<file path="src/rtl/mux16_rr_arbiter.sv">
// Round-robin arbiter driving the select of a shared 16:1 mux.
// One tenure per grant; it ends on ack, on withdrawal, or when the hold limit expires.
module mux16_rr_arbiter #(
    parameter int HOLD_MAX = 8
) (
    input  logic        clk,
    input  logic        rst_n,
    input  logic [15:0] req,
    input  logic        ack,
    output logic [3:0]  s,
    output logic [15:0] grant,
    output logic        valid,
    output logic        timeout
);

    localparam int CW = (HOLD_MAX > 2) ? $clog2(HOLD_MAX) : 1;
    localparam logic [CW-1:0] CNT_LAST = CW'(HOLD_MAX - 1);

    typedef enum logic {IDLE, BUSY} state_t;

    state_t         state, state_nx;
    logic [3:0]     last, last_nx;
    logic [CW-1:0]  cnt, cnt_nx;
    logic [3:0]     s_nx;
    logic [15:0]    grant_nx;
    logic           valid_nx;
    logic           timeout_nx;
    logic [4:0]     win;
    logic           held_req;
    logic           expire;

    // Returns {found, index}; scans ptr+1 upward, wrapping, so ptr itself is seen last.
    function automatic logic [4:0] pick(input logic [15:0] r, input logic [3:0] ptr);
        logic [4:0] res;
        logic [3:0] idx;
        res = '0;
        for (int k = 16; k >= 1; k--) begin
            idx = ptr + 4'(k);
            if (r[idx]) res = {1'b1, idx};
        end
        return res;
    endfunction

    always_comb begin
        state_nx   = state;
        last_nx    = last;
        cnt_nx     = cnt;
        s_nx       = s;
        grant_nx   = grant;
        valid_nx   = valid;
        timeout_nx = 1'b0;
        held_req   = req[s];
        expire     = (cnt == CNT_LAST);
        win        = pick(req, (state == BUSY) ? s : last);

        case (state)
            IDLE: begin
                if (win[4]) begin
                    state_nx = BUSY;
                    s_nx     = win[3:0];
                    grant_nx = 16'd1 << win[3:0];
                    valid_nx = 1'b1;
                    cnt_nx   = '0;
                end
            end
            BUSY: begin
                if (ack || !held_req || expire) begin
                    // Only the hold limit is left as a cause once ack and withdrawal are excluded.
                    timeout_nx = !ack && held_req;
                    last_nx    = s;
                    if (win[4]) begin
                        s_nx     = win[3:0];
                        grant_nx = 16'd1 << win[3:0];
                        cnt_nx   = '0;
                    end else begin
                        state_nx = IDLE;
                        grant_nx = '0;
                        valid_nx = 1'b0;
                    end
                end else begin
                    cnt_nx = cnt + 1'b1;
                end
            end
            default: state_nx = IDLE;
        endcase
    end

    always_ff @(posedge clk or negedge rst_n) begin
        if (!rst_n) begin
            state   <= IDLE;
            last    <= 4'd15;
            cnt     <= '0;
            s       <= '0;
            grant   <= '0;
            valid   <= 1'b0;
            timeout <= 1'b0;
        end else begin
            state   <= state_nx;
            last    <= last_nx;
            cnt     <= cnt_nx;
            s       <= s_nx;
            grant   <= grant_nx;
            valid   <= valid_nx;
            timeout <= timeout_nx;
        end
    end

endmodule

</file>
<file path="config.mk">
export PLATFORM = sky130hd
export DESIGN_NAME = mux16_rr_arbiter
export DESIGN_NICKNAME = d
export VERILOG_FILES = /design/src/rtl/mux16_rr_arbiter.sv
export SDC_FILE = /design/constraint.sdc
export NUM_CORES = 1
export LEC_CHECK = 0
export ABC_AREA = 1
export CAP_MARGIN = 0
export CORE_AREA = 5 5 86 88
export DETAILED_ROUTE_END_ITERATION = 7
export DIE_AREA = 0 0 91 93
export PLACE_DENSITY = 0.78
export SKIP_LAST_GASP = 1
export SLEW_MARGIN = 15
export SYNTH_ARGS = -nofsm -noshare
export SYNTH_HDL_FRONTEND = slang
export SYNTH_SLANG_ARGS = --single-unit
export TNS_END_PERCENT = 50
</file>
<file path="constraint.sdc">
create_clock -name clk -period 4.3 [get_ports clk]
set_input_delay 0.645 -clock clk [delete_from_list [all_inputs] [get_ports clk]]
set_output_delay 0.645 -clock clk [all_outputs]
set_load 0.01 [all_outputs]
</file>
-- Word level (Yosys, flattened, before mapping)
Index checks and enable logic that the tools add are counted.
- eq/ne operators: 4
- $lt $le $gt $ge: 17
- multiplexer cells: 70
- add/subtract/negate cells: 16
- shift-type cells: 1
- bitwise logic cells: 1
- reduce and logical (&&, ||, !) cells: 8
- multipliers: 0
- divide/modulo/power cells: 0
- operators by type and width (cell ; count):
    $lt A4 B5 Y1 const B ; 17
    $mux W5 ; 16
    $bmux W1 S4 ; 17
    $mux W16 ; 3
    $add A4 B4 Y4 const B ; 8
    $pmux W16 S2 ; 1
    $mux W1 ; 24
    $add A4 B3 Y4 const B ; 4
    $shl A1 B4 Y16 const A ; 1
    $mux W4 ; 3
    $add A4 B2 Y4 const B ; 2
    $pmux W4 S2 ; 1
    $mux W3 ; 2
    $pmux W3 S2 ; 1
    $add A4 B1 Y4 const B ; 1
    $ne A2 B2 Y1 const B ; 2
    $pmux W1 S2 ; 2
    $reduce_and A2 Y1 ; 2
    $add A3 B1 Y3 const B ; 1
    $eq A3 B3 Y1 const B ; 1
    $reduce_and A3 Y1 ; 1
    $logic_not A1 Y1 ; 2
    $logic_or A1 B1 Y1 ; 2
    $ne A2 B1 Y1 const B ; 1
    other kinds (2) ; 2
- bits in latches: 0
- bits in registers: 30
- bits in read-only memories: 0
- output and inout bits: 22
- memories: 0
- RAM bits: 0
- logic and storage cells: 124

-- Logic depth before layout (Yosys ltp)
Gate-level depths: netlist (run 1).
- word-level depth: 23
- mapped depth: 36
- mapped depth without buffers: 33

-- Least setup slack after synthesis (run 1)
Ideal clock, no wire load.
- path kind: register to register
- start point: register state
- end point: register grant[3]
- path buffers: 4
- cell stages (with the launch flop): 36
- required time: 4.183 ns
- data arrival time: 2.958 ns
- setup time: 0.117 ns
- path slack: 1.226 ns
- cells stage by stage: dfrtp_1 buf_6 inv_8 nand2_2 nand2_2 inv_2 buf_6 ha_1 inv_1 buf_2 nand3_1 nand3_1 nand3_2 nand2_2 inv_2 nand2_1 nand3_1 nand2_1 nand2_1 nand2_1 nand2_1 nand2_1 nand2_1 nand2_1 nand2_1 nand2_1 nand2_1 nand2_1 nand2_1 nand2_1 nand2_1 nand2_1 buf_6 nor2_2 nand2_1 nand2_1
- word-level cells in the longest chain between the ends: 23
- elaborated cells between the ends (all ways): 73
- classes of those cells: add/sub (15); eq/ne (2); shift (1); mux (53); bitwise (1); reduce/logical (1)
- ends and longest elaborated chain (item ; RTL line ; source):
    start: declaration ; 21 ; state_t state, state_nx;
    start signal: assignment ; 98 ; state <= state_nx;
    $mux W4 ; 54 ; win = pick(req, (state == BUSY) ? s : last);
    $add A4 B4 Y4 / $bmux W1 S4 (equally long branches) ; 38, 39 ;
    $bmux W1 S4 / $mux W1 (equally long branches) ; 39 ; if (r[idx]) res = {1'b1, idx};
    $mux W1 (not written as such) / $mux W5 (equally long branches) ; 39 ;
    $mux W5 (15 in series) ; 39 ;
    $shl A1 B4 Y16 ; 61, 73 ;
    $mux W16 ; 71 ; if (win[4]) begin
    $mux W16 ; 67 ; if (ack || !held_req || expire) begin
    $pmux W16 S2 ; 56 ; case (state)
    end signal: assignment ; 102 ; grant <= grant_nx;
    end: declaration ; 11 ; output logic [15:0] grant,
Parallel ways exist; a longest one is shown, timed or not. The select of a mux whose other input is x is not followed.
A chain may end at the register's enable or synchronous reset.

-- Final worst setup path (run 1)
- start point: register state
- end point: register grant[10]
The elaborated chain is that of the path after synthesis.

==> metrics.csv, run 1 <==
metric;value;unit
result of the run;finished clean;
cell row count;30;
worst-path maximum fanout;13;
CTS Buf Count;5;
Worst Skew;9.15;ps
growth of design area from synthesis to finish;15.2;%
insertion delay to the later sink of the worst-skew pair;290;ps
clock transition time at the flip-flop clock pins of the worst setup and hold paths;70;ps
required arrival time at the worst endpoint;4480;ps
pins over their slew limit;0;
Worst path slowest cell;dfrtp_1;
kind of launch point of the worst setup path;flop;
largest net degree at the start of global routing;31;
Peak Freq;0.263;GHz
final cycle utilization of the critical path;88.4;%
setup slack of the worst register-to-register path;500;ps
flip-flop and latch count after synthesis;30;
Synth area leaders;nand2_1 (20%), dfrtp_1 (19%), nand3_1 (18%), inv_1 (6.2%), a21oi_1 (4.3%);
I/O pin count;41;
x dimension of the die;91;um
multiplexer area fraction after synthesis;0;%
FF-to-FF Start;state;
EDFF count, synth;0;
# hold bufs at CTS;0;
slew at the pin closest to its max-slew limit;613;ps
post-synthesis simple-gate area fraction;48.9;%
floorplan die area;0.00846;mm2
min-delay src;grant[3];
data arrival time of the worst path;3980;ps
Hold Violations, Final;0;
Setup TNS;0;ps
clock period minus final worst setup slack;3800;ps
leading register cell type out of synthesis;dfrtp_1;
Fillers;632;
placeable core area;0.00657;mm2
antenna violation net count after detailed routing;0;
max-cap viol count;0;
share of synthesized registers carrying an async set or reset;100;%
clk sink count;30;
length in cells of the worst reg-to-reg path;31;
CP Capture Type;flop;
number of warnings reported in the yosys synthesis log;0;
number of remaining DRC errors;0;
library cell occupying the most area in the post-synthesis netlist;nand2_1;
final routed wirelength across all metal layers;10900;um
clock root buffer master;clkbuf_8;
post_cts resized;0;
XOR/XNOR Fraction of Synth Area;1.86;%
first-pass GRT wire length;18400;um
buffer levels on the longest clock path;2;
combinational family with the most area after synthesis;simple AND/OR/NAND/NOR gates;
number of cells on the worst hold path;2;
CTS tree;yes;
Post-Syn Nets;604;
drt wl/cell;15.7;um
layout cells sized above 1;14.5;%
setup bufs post-CTS;0;
Hold EP;grant[3];
Final Setup Violations;0;
effective utilization at floorplan;53.3;%
Port Buf Inserts;40;
initial antenna violation count;0;
buffer and inverter count on the worst path;4;
Critical Path Most Common Cell;nand2_1;
overflow left after global routing;0;
unrepaired setup endpoints after global routing;no;
Setup Crit Path Kind;reg2reg;
mean cell area of the mapped netlist;6.08;um2
family with the most delay on the worst path;simple AND/OR/NAND/NOR gates;
Min-Delay Path Class;reg2reg;
area share of the largest cell type after synthesis;20.0;%
Die Height;93;um
GP Congestion;1.01;
CTS H-Tree Depth;2;
part of the Yosys area used for sequential elements;21.6;%
GRT Total Usage;26.3;%
number of distinct library cells after synthesis;37;
initial DRC count;425;
Antenna diodes;0;
Final #Nets;646;
Vias;4058;
number of global-route vias before repair;3916;
Post-Synthesis Cell Area;0.00350;mm2
post-detailed-placement half-perimeter wirelength;8710;um
count of TritonRoute iterations in the first routing pass;5;
cell count along the critical path;31;
number of cells produced by synthesis;576;
Compound-Gate Fraction of Synth Area;12.1;%
relative slew slack;58.7;%
delay contributed by the slowest stage of the critical path;650;ps
R2R Path End;grant[10];
adder-cell share of the synthesized area;3.21;%
via density per instance;5.81;
==> tightest hold or removal path, stage by stage (launching register included) <==
cell and delay (ps):
dfrtp_1 340, nand2_1 50, nand2_1 60
==> area by class of cell <==
type	count	area (um2)	share of cell area, %
timing repair buffer	50	475	11.8
clock buffer	7	86.3	2.14
multi-input combinational	454	2320	57.4
clock inverter	1	5.00	0.124
tap	80	100	2.48
sequential	30	756	18.7
inverter	77	299	7.41
==> synth_stat cells (2+ instances only) <==
cell type and instances:
a21oi_1 30, a21oi_2 4, a22o_1 2, buf_2 4
buf_4 3, buf_6 5, buf_8 2, dfrtp_1 26
dfstp_2 4, ha_1 9, inv_1 58, inv_2 17
nand2_1 187, nand2_2 22, nand2_8 2, nand3_1 123
nand3_2 7, nand4_1 3, nor2_1 15, nor2_2 4
o21ai_0 30, o21ai_2 2, xor2_2 3
==> how the worst max path moves through the flow <==
stage,startpoint,endpoint,slack [ps]
2_1_floorplan,state,grant[3],1230
3_3_place_gp,state,grant[2],670
3_5_place_dp,state,grant[10],590
4_1_cts,state,grant[10],580
5_1_grt,state,grant[10],130
6_report,state,grant[10],500
==> layout by cell type, fill, tap and decap left out, drive strengths merged <==
master	instances
nand2	212
nand3	130
inv	77
clkdlybuf4s50	40
a21oi	35
o21ai	33
dfrtp	26
nor2	20
buf	10
ha	9
clkbuf	7
dfstp	4
xor2	3
nand4	3
a22o	2
nor4	2
nand3b	1
xnor2	1
o21a	1
a31oi	1
a21boi	1
clkinv	1
==> routing by layer <==
metal | vias to the layer above | routed length, um | global-route usage, %
li1 | 1953 | - | -
met1 | 1825 | 4680 | 35.3
met2 | 238 | 4940 | 41.9
met3 | 42 | 860 | 2.82
met4 | 0 | 463 | 13.4
met5 | - | 0 | 0
==> logic make-up after synthesis <==
| logic type | count (synthesis) |
|---|---|
| AO/OA/AOI/OAI | 73 |
| buffers and inverters | 92 |
| flip-flops | 30 |
| XOR/XNOR | 4 |
| adder cells (fa/ha/maj) | 9 |
| AND/OR/NAND/NOR | 368 |
==> registers in the layout, indices dropped and copies added, names as in the netlist <==
name,cells
timeout,1
state,1
s,4
valid,1
cnt,3
grant,16
last,4
==> metrics by stage <==
stage	area (um2)	hold WS, ps	setup WS (ps)	cells	utilization (%)
2_1_floorplan	3500	349	1230	576	-
3_3_place_gp	3950	466	670	691	60.1
3_5_place_dp	3950	465	585	691	60.1
4_1_cts	4040	484	576	699	61.5
5_1_grt	4040	510	133	699	61.5
6_report	4040	482	501	699	61.5
Power of run 1 is left out: the tool's default activity adds up to more than one toggle a clock period on the data nets, which glitch-free logic cannot reach.
==> run 2: changes to the inputs <==
--- a/config.mk
+++ b/config.mk
@@ -8,6 +8,7 @@
 export ABC_AREA = 1
 export CAP_MARGIN = 0
 export CORE_AREA = 5 5 86 88
+export CTS_BUF_LIST = sky130_fd_sc_hd__clkbuf_4
 export DETAILED_ROUTE_END_ITERATION = 7
 export DIE_AREA = 0 0 91 93
 export PLACE_DENSITY = 0.78
@@ -16,4 +17,4 @@
 export SYNTH_ARGS = -nofsm -noshare
 export SYNTH_HDL_FRONTEND = slang
 export SYNTH_SLANG_ARGS = --single-unit
-export TNS_END_PERCENT = 50
+export TNS_END_PERCENT = 10
==> metrics.csv, run 2 (synthesis gave the netlist of run 1 again) <==
metric;value;unit;change
buffer levels on the longest clock path;2;;unchanged
buffer and inverter count on the worst path;4;;unchanged
initial antenna violation count;0;;unchanged
Final Setup Violations;0;;unchanged
Peak Freq;0.261;GHz;-0.73%
clock root buffer master;clkbuf_4;;
unrepaired setup endpoints after global routing;no;;
Largest register FFs;16;;unchanged
pins over their slew limit;0;;unchanged
kind of launch point of the worst setup path;flop;;
biggest regs;grant (16), last (4), s (4);;
setup slack of the worst register-to-register path;470;ps;-30 ps
clk sink count;30;;unchanged
clock transition time at the flip-flop clock pins of the worst setup and hold paths;110;ps;+40 ps
Port Buf Inserts;40;;unchanged
CP Capture Type;flop;;
CTS H-Tree Depth;2;;unchanged
top library cells by usage in the layout, fill and taps aside;nand2_1 (187), nand3_1 (123), inv_1 (58);;
cell count along the critical path;31;;unchanged
slew at the pin closest to its max-slew limit;610;ps;-3.73 ps
Antenna diodes;0;;unchanged
x dimension of the die;91;um;unchanged
required arrival time at the worst endpoint;4550;ps;+70 ps
delay contributed by the slowest stage of the critical path;660;ps;about the same
Worst Skew;16.8;ps;+7.69 ps
Min-Delay Path Class;reg2reg;;
floorplan die area;0.00846;mm2;unchanged
Hold Violations, Final;0;;unchanged
data arrival time of the worst path;4070;ps;+90 ps
insertion delay to the later sink of the worst-skew pair;340;ps;+50 ps
CTS tree;yes;;
relative slew slack;58.9;%;+0.25 points
initial DRC count;423;;-0.47%
antenna violation net count after detailed routing;0;;unchanged
first-pass GRT wire length;18400;um;about the same
GP Congestion;1.01;;unchanged
layout cells sized above 1;14.5;%;unchanged
length in cells of the worst reg-to-reg path;31;;unchanged
share of the core filled with cells in the final layout;60.9;%;-0.57 points
Setup Crit Path Kind;reg2reg;;
cell row count;30;;unchanged
overflow left after global routing;0;;unchanged
Critical Path Most Common Cell;nand2_1;;
growth of design area from synthesis to finish;14.2;%;
final routed wirelength across all metal layers;11000;um;+0.51%
post_cts resized;0;;unchanged
via density per instance;5.77;;-0.69%
GRT Total Usage;26.3;%;+0.034 points
I/O pin count;41;;unchanged
commonest non-fill, non-tap cell in the layout;nand2_1;;
clock period minus final worst setup slack;3830;ps;+28.0 ps
FF-to-FF Start;state;;
Die Height;93;um;unchanged
Hold EP;grant[3];;
Vias;4030;;-0.69%
effective utilization at floorplan;53.3;%;unchanged
family with the most delay on the worst path;simple AND/OR/NAND/NOR gates;;
number of global-route vias before repair;3907;;-0.23%
post-detailed-placement half-perimeter wirelength;8710;um;unchanged
CTS Buf Count;5;;unchanged
placeable core area;0.00657;mm2;unchanged
setup bufs post-CTS;0;;unchanged
result of the run;finished clean;;
max-cap viol count;0;;unchanged
R2R Path End;grant[10];;
number of remaining DRC errors;0;;unchanged
min-delay src;grant[3];;
Setup TNS;0;ps;unchanged
# hold bufs at CTS;0;;unchanged
Top reg by flops;grant;;
Worst path slowest cell;dfrtp_1;;
worst-path maximum fanout;13;;unchanged
drt wl/cell;15.7;um;+0.51%
largest net degree at the start of global routing;31;;unchanged
number of cells on the worst hold path;2;;unchanged
final cycle utilization of the critical path;89.0;%;+0.65 points
Final #Nets;646;;unchanged
count of TritonRoute iterations in the first routing pass;5;;unchanged
run 2: layer usage:
metal  up-vias  wire (um)  track usage, %
met4         0        507            14.3
met1      1805       4720            35.2
met3        50        843            2.57
li1       1950          -               -
met2       225       4930            41.9
met5         -          0               0
run 2: worst max path at each step:
stage / start / end / slack (ps)
after detailed placement: state / grant[10] / 590
after floorplan: state / grant[3] / 1230
final: state / grant[10] / 470
after global placement: state / grant[2] / 670
after global routing: state / grant[10] / 120
after CTS: state / grant[10] / 550
run 2: worst reg2reg max path: cells and delay by family (launching register included):
family / cells / cell delay, ps
fa+ha+maj: 1 / 260
buf+inv: 4 / 620
flops: 1 / 660
simple gates: 26 / 2160
run 2: area by class of cell:
cell class,count,area [um2]
clock buffers,6,45.0
clock inverters,2,8.76
fillers,642,2570
inverters,77,299
multi-input cells,454,2320
flip-flops and latches,30,756
well taps,80,100
repair buffers,50,475
run 2: per-stage QoR:
step | cell area (um2) | hold WS (ps) | setup slack, ps | instances
final | 4000 | 488 | 473 | 699
after CTS | 4000 | 492 | 549 | 699
after detailed placement | 3950 | 465 | 585 | 691
after floorplan | 3500 | 349 | 1230 | 576
after global placement | 3950 | 466 | 670 | 691
after global routing | 4000 | 518 | 118 | 699
Power of run 2 is left out for the same reason.
